`src/rtl/memory_access_stage_pkg.sv`:
```
// Shared types for the memory access stage: funct3 width encodings, byte-lane
// masks, the Execute->Memory and Memory->Writeback payloads, and the held access.
package memory_access_stage_pkg;

  typedef enum logic [2:0] {
    MEM_B  = 3'b000,
    MEM_H  = 3'b001,
    MEM_W  = 3'b010,
    MEM_BU = 3'b100,
    MEM_HU = 3'b101
  } memWidth_e;

  localparam logic [3:0] LANE_BYTE = 4'b0001;
  localparam logic [3:0] LANE_HALF = 4'b0011;
  localparam logic [3:0] LANE_WORD = 4'b1111;

  typedef struct packed {
    logic        valid;
    logic        memRead;
    logic        memWrite;
    logic [2:0]  funct3;
    logic [31:0] address;
    logic [31:0] storeData;
    logic [31:0] result;
    logic [4:0]  destinationRegister;
    logic        writebackEnable;
    logic        illegal;
  } executeMemoryPayload_t;

  typedef struct packed {
    logic        valid;
    logic        writebackEnable;
    logic        illegal;
    logic [4:0]  destinationRegister;
    logic [31:0] data;
  } memoryWritebackPayload_t;

  // Everything needed to keep a bus access stable and finish it later.
  typedef struct packed {
    logic        write;
    logic [2:0]  funct3;
    logic [1:0]  offset;
    logic [31:0] address;
    logic [31:0] writeData;
    logic [3:0]  byteEnable;
    logic [4:0]  rd;
    logic        writebackEnable;
    logic [31:0] result;
    logic        dropped;
  } pendingAccess_t;

endpackage

```
`src/rtl/memory_access_stage_load.sv`:
```
// Load lane select and sign/zero extension of a raw data-memory word.
module load_aligner
  import memory_access_stage_pkg::*;
(
  input  logic [2:0]  funct3,
  input  logic [1:0]  offset,
  input  logic [31:0] rawWord,
  output logic [31:0] data
);

  logic [31:0] shifted;

  always_comb begin
    shifted = rawWord >> {offset, 3'b000};
    case (memWidth_e'(funct3))
      MEM_B:   data = {{24{shifted[7]}}, shifted[7:0]};
      MEM_BU:  data = {24'h0, shifted[7:0]};
      MEM_H:   data = {{16{shifted[15]}}, shifted[15:0]};
      MEM_HU:  data = {16'h0, shifted[15:0]};
      default: data = shifted;
    endcase
  end

endmodule

```
`src/rtl/memory_access_stage.sv`:
```
// Memory stage between Execute and Writeback: single-port request/ready data
// memory access with a WAIT-state watchdog. Optional macro MISALIGNED_TRAP_EN.
module memory_access_stage
  import memory_access_stage_pkg::*;
#(
  parameter int ADDR_WIDTH = 32,
  parameter int MAX_WAIT   = 255
) (
  input  logic                    clock,
  input  logic                    reset,
  input  logic                    flush,
  input  executeMemoryPayload_t   executeMemoryPayload,
  output logic                    memoryStall,
  output logic                    memRequest,
  output logic                    memWriteEnable,
  output logic [ADDR_WIDTH-1:0]   memAddress,
  output logic [31:0]             memWriteData,
  output logic [3:0]              memByteEnable,
  input  logic                    memReady,
  input  logic [31:0]             memReadData,
  output memoryWritebackPayload_t memoryWritebackPayload
);

  localparam logic [0:0] IDLE = 1'b0;
  localparam logic [0:0] WAIT = 1'b1;
  localparam int unsigned CW = (MAX_WAIT > 1) ? $clog2(MAX_WAIT) : 1;

  executeMemoryPayload_t   ex;
  pendingAccess_t          cur, held, active;
  memoryWritebackPayload_t nextPayload;
  logic [0:0]              state;
  logic [CW-1:0]           waitCount;
  logic                    isMem, funct3Ok, isHalf, isWord, trap, issue, timeout, dropResult;
  logic [3:0]              laneMask;
  logic [31:0]             storeWord, loadData;

  assign ex    = executeMemoryPayload;
  assign isMem = ex.valid & (ex.memRead | ex.memWrite) & ~ex.illegal;

  always_comb begin
    funct3Ok  = 1'b0;
    isHalf    = 1'b0;
    isWord    = 1'b0;
    laneMask  = LANE_BYTE;
    storeWord = ex.storeData;
    case (memWidth_e'(ex.funct3))
      MEM_B:  begin funct3Ok = 1'b1;         storeWord = {4{ex.storeData[7:0]}}; end
      MEM_BU: begin funct3Ok = ~ex.memWrite; storeWord = {4{ex.storeData[7:0]}}; end
      MEM_H:  begin funct3Ok = 1'b1;         isHalf = 1'b1; laneMask = LANE_HALF;
                    storeWord = {2{ex.storeData[15:0]}}; end
      MEM_HU: begin funct3Ok = ~ex.memWrite; isHalf = 1'b1; laneMask = LANE_HALF;
                    storeWord = {2{ex.storeData[15:0]}}; end
      MEM_W:  begin funct3Ok = 1'b1;         isWord = 1'b1; laneMask = LANE_WORD; end
      default: ;
    endcase

    cur                 = '0;
    cur.write           = ex.memWrite;
    cur.funct3          = ex.funct3;
    cur.offset          = ex.address[1:0];
    // Natural alignment is forced here; with the trap enabled misaligned ops never issue.
    if (isHalf) cur.offset[0] = 1'b0;
    if (isWord) cur.offset    = 2'b00;
    cur.address         = {ex.address[31:2], 2'b00};
    cur.writeData       = storeWord;
    cur.byteEnable      = laneMask << cur.offset;
    cur.rd              = ex.destinationRegister;
    cur.writebackEnable = ex.writebackEnable & ~ex.memWrite;
    cur.result          = ex.result;
  end

`ifdef MISALIGNED_TRAP_EN
  assign trap = isMem & funct3Ok & ((isHalf & ex.address[0]) | (isWord & (|ex.address[1:0])));
`else
  assign trap = 1'b0;
`endif

  assign issue      = reset & (state == IDLE) & isMem & funct3Ok & ~trap & ~flush;
  assign active     = (state == WAIT) ? held : cur;
  assign dropResult = flush | active.dropped;

  always_comb begin
    timeout = 1'b0;
    if (MAX_WAIT != 0 && state == WAIT && !memReady)
      timeout = (waitCount == CW'(MAX_WAIT - 1));
  end

  always_comb begin
    memRequest     = issue | (reset & (state == WAIT));
    memWriteEnable = memRequest & active.write;
    memAddress     = memRequest ? active.address[ADDR_WIDTH-1:0] : '0;
    memWriteData   = memRequest ? active.writeData : '0;
    memByteEnable  = memRequest ? active.byteEnable : '0;
    memoryStall    = memRequest & ~memReady & ~timeout;
  end

  load_aligner u_load_aligner (
    .funct3  (active.funct3),
    .offset  (active.offset),
    .rawWord (memReadData),
    .data    (loadData)
  );

  always_comb begin
    nextPayload = '0;
    if (memRequest && (memReady || timeout)) begin
      nextPayload.valid               = ~dropResult;
      nextPayload.writebackEnable     = active.writebackEnable;
      nextPayload.illegal             = timeout;
      nextPayload.destinationRegister = active.rd;
      nextPayload.data                = active.write ? active.result : loadData;
    end else if (state == IDLE && ex.valid && !flush && !issue) begin
      nextPayload.valid               = 1'b1;
      nextPayload.writebackEnable     = ex.writebackEnable;
      nextPayload.illegal             = ex.illegal;
      nextPayload.destinationRegister = ex.destinationRegister;
      nextPayload.data                = ex.result;
      // A memory op that did not issue is either a bad funct3 or a misalignment trap.
      if (isMem) begin
        nextPayload.illegal = 1'b1;
        if (trap) nextPayload.data = ex.address;
      end
    end
  end

  always_ff @(posedge clock) begin
    if (!reset) begin
      state                  <= IDLE;
      held                   <= '0;
      waitCount              <= '0;
      memoryWritebackPayload <= '0;
    end else begin
      memoryWritebackPayload <= nextPayload;
      if (state == IDLE) begin
        if (issue && !memReady) begin
          state     <= WAIT;
          held      <= cur;
          waitCount <= '0;
        end
      end else begin
        held.dropped <= held.dropped | flush;
        waitCount    <= waitCount + CW'(1);
        if (memReady || timeout) state <= IDLE;
      end
    end
  end

endmodule

```
`config.mk`:
```
export PLATFORM = sky130hd
export DESIGN_NAME = memory_access_stage
export DESIGN_NICKNAME = d
export VERILOG_FILES = /design/src/rtl/memory_access_stage_pkg.sv /design/src/rtl/memory_access_stage_load.sv /design/src/rtl/memory_access_stage.sv
export SDC_FILE = /design/constraint.sdc
export NUM_CORES = 1
export LEC_CHECK = 0
export BUFFER_PORTS_ARGS = -buffer_cell sky130_fd_sc_hd__buf_4
export CAP_MARGIN = 30
export CORE_UTILIZATION = 40
export CTS_CLUSTER_DIAMETER = 40
export CTS_CLUSTER_SIZE = 40
export DETAILED_ROUTE_END_ITERATION = 10
export GPL_ROUTABILITY_DRIVEN = 1
export GPL_TIMING_DRIVEN = 0
export HOLD_SLACK_MARGIN = 0.15
export PLACE_DENSITY = 0.63
export SETUP_SLACK_MARGIN = 0.02
export SYNTH_ARGS = -nofsm -noshare
export SYNTH_HDL_FRONTEND = slang
export SYNTH_SLANG_ARGS = --single-unit
```
`constraint.sdc`:
```
create_clock -name clock -period 5.5 [get_ports clock]
set_clock_uncertainty 0.15 [all_clocks]
set_input_delay 0 -clock clock [delete_from_list [all_inputs] [get_ports clock]]
set_output_delay 0 -clock clock [all_outputs]
set_load 0.01 [all_outputs]
```
==> flow_metrics.py <==
metrics = {
    "synthesis": {
        "yosys_most_used_dff": "dfxtp_1",
        "syn_area_mm2": 0.008791,
        "synth.avg_cell_area_um2": 7.906,
        "ys_types": 67,
        "yosys_warnings": 0,
        "synthArstFlopShare": 0,
        "synth_seq_area_share": 0.3644,
        "synth-edff-count": 0,
        "synth_area_leaders": "dfxtp_1 (36%), mux2i_1 (11%), nand2_1 (10%)",
        "netlist_instances": 1112,
        "synth_top_area_frac": 0.3644,
        "synth_top_area_cell": "dfxtp_1",
        "ys_ff_latch": 160,
    },
    "power": {
        "p_leak_nw": 5.212,
        "power_density_mw_per_mm2": 217.6,
        "ir_worst_vdd_v": 0.0002001,
    },
    "critical_path": {
        "path_buf_inv": 3,
        "critPathTopFamily": "buffers and inverters",
        "critical_path.slowest_cell": "dlygate4sd3_1",
        "reg2reg_to": "memoryWritebackPayload[18]",
        "path_cells": "buf_4, nor4b_2, a41oi_1, nor2_1, clkbuf_1, a22oi_1, a311oi_1, dlygate4sd3_1",
        "cp_data_arrival_time_ns": 3.33,
        "criticalPathCategory": "flip-flop to flip-flop",
        "r2r_cells": 8,
        "crit_required_ns": 5.73,
        "r2r_start": "state",
        "critPathLaunchType": "flip-flop",
        "crit_fanout": 10,
        "reg2reg_slack_ns": 2.40,
        "critPathMaxStageDelay_ns": 0.59,
        "worstSetupEndpointType": "flip-flop",
    },
    "sta": {
        "fin_crit_ns": 3.101,
        "slew_viol_final": 0,
        "tns_ns": 0,
        "grt_setup_unrepaired": "no",
        "timing.final.hold_violations": 0,
        "slew_headroom": 0.4110,
        "tightestPinTransition_ns": 0.8802,
        "setup-violations-final": 0,
        "period_share": 0.5637,
        "fmaxAchievable_mhz": 322.5,
    },
    "clock_network": {
        "cts_buffers": 17,
        "cts_tree": "done",
        "clockBufferDepth": 2,
        "clock-sinks": 160,
        "clk_pin_slew_ns": 0.07,
        "root_buffer": "clkbuf_16",
        "ctsHtreeMaxLevel": 4,
        "post_cts_resized": 0,
        "clk_latency_ns": 0.43,
    },
    "layout": {
        "final_cell_mix": "buf_4 (257), nand2_1 (237), dlygate4sd3_1 (169), dfxtp_1 (160), a21oi_1 (135)",
        "final_common_cell": "buf_4",
        "diodes": 0,
        "drive_above_1_share": 0.2476,
        "fillers": 1946,
        "final_util": 0.6254,
        "syn2layout_area_growth_pct": 51.44,
        "fin_nets": 1701,
    },
    "detailed_routing": {
        "firstDrtPassIters": 5,
        "remaining_drc_errors": 0,
        "via_per_inst": 5.387,
        "wl_per_cell_um": 17.47,
        "dr.first_iter.drc_count": 544,
        "ant_nets": 0,
        "vias": 9923,
        "routed_wl_mm": 32.19,
    },
    "grt": {
        "grt_pass1_vias": 9278,
        "grt_use_total": 0.2810,
        "antenna_found_initial": 0,
        "grt_pass1_wl_mm": 48.93,
        "grt_max_degree": 17,
        "grt_overflow": 0,
    },
    "status": {
        "outcome": "completed",
    },
    "hold_path": {
        "whs_path_depth": 3,
        "hold_path_end": "state",
        "min_from": "memReady",
        "holdCritPathClass": "input pin to flip-flop",
    },
    "floorplanning": {
        "chipHeight_um": 150.2,
        "rows": 53,
        "initial_utilization": 0.4130,
        "die_x_um": 150.2,
        "ioPinCount": 256,
        "die_area_mm2": 0.02257,
        "core-area_mm2": 0.02129,
    },
    "place": {
        "place.gp.congestion": 0.9197,
        "io_buffers": 252,
        "hpwlAfterDp_mm": 23.13,
    },
    "flow_run": {
        "drv_cap": 0,
    },
}
cells by family after synthesis:
kind of cell	count (synthesis)	share of synthesized area
other cells	1	0.0004266
buf+inv	106	0.05892
fa+ha+maj	2	0.002846
xor+xnor	2	0.001993
mux	116	0.1354
compound gates	293	0.2264
flops	160	0.3644
simple gates	432	0.2097
worst max path at each step:
stage          start                          to  slack (ns)  cells past startpoint
5_1_grt        state   memoryWritebackPayload[0]        2.19                      8
3_5_place_dp   state            memByteEnable[2]        2.88                      8
3_3_place_gp   state  memoryWritebackPayload[30]        2.90                      7
4_1_cts        state            memByteEnable[2]        2.41                      8
2_1_floorplan  state  memoryWritebackPayload[21]        3.40                      8
6_report       state  memoryWritebackPayload[18]        2.40                      8
metrics by stage:
step / setup slack (ns) / total power (W) / hold slack [ns] / instance area [um2] / std cells
finish: 2.399 / 0.002896 / 0.1875 / 13310 / 1842
floorplan: 3.402 / 0.001421 / -0.09974 / 8795 / 1113
CTS: 2.411 / 0.002903 / 0.1727 / 13310 / 1842
detailed placement: 2.884 / 0.001621 / 0.05146 / 11040 / 1641
global route: 2.195 / 0.002996 / 0.1860 / 13310 / 1842
global placement: 2.899 / 0.001620 / 0.04324 / 11030 / 1640
layer usage:
layer | GRT usage | share of wire | vias to the layer above
li1 | - | - | 4791
met1 | 0.3677 | 0.43 | 4644
met2 | 0.4674 | 0.47 | 431
met3 | 0.04303 | 0.072 | 57
met4 | 0.1000 | 0.022 | 0
met5 | 0 | 0 | -
state kept, by name (all words and copies together) (netlist names):
register	count
held	111
memoryWritebackPayload	40
state	1
waitCount	8
worst register-to-register path, delay by kind of cell (launching register included):
family	cells	cell delay, ns
buf+inv	3	1.22
flops	1	0.30
simple gates	2	0.78
compound gates	3	0.61
layout make-up:
type                    instances  area [um2]  share of cell area
multi-input cells             847        5074              0.3811
repair buffers                422        3588              0.2695
flip-flops and latches        160        3203              0.2406
plain buffers                  99       491.7             0.03694
clock buffers                  17       425.4             0.03195
well taps                     275       344.1             0.02585
clock inverters                15       160.2             0.01203
inverters                       7       26.28            0.001974
report_power, final:
| part | internal [W] | switching (W) |
|---|---|---|
| Sequential | 0.00117 | 0.00000551 |
| Clock | 0.000675 | 0.000524 |
| Combinational | 0.000259 | 0.000260 |
| Total | 0.00211 | 0.000789 |
Yosys cell counts (4+ instances only):
cell	number
nand2_1	237
dfxtp_1	160
a21oi_1	135
nor2_1	121
mux2i_1	98
clkbuf_1	48
o21ai_0	43
nand3_1	35
buf_2	32
a22oi_1	30
a211oi_1	27
a311oi_2	19
mux2_2	14
a32oi_1	8
buf_6	8
a311oi_1	6
a32o_1	5
buf_1	5
buf_4	5
inv_1	5
and4_1	4
nor3_1	4
what timing repair did:
item	4_1_cts	5_1_grt
setup buffers	0	0
hold buffers	169	0
endpoints found under the hold margin	157	0
Note: power is estimated with default switching activity, not from simulation.
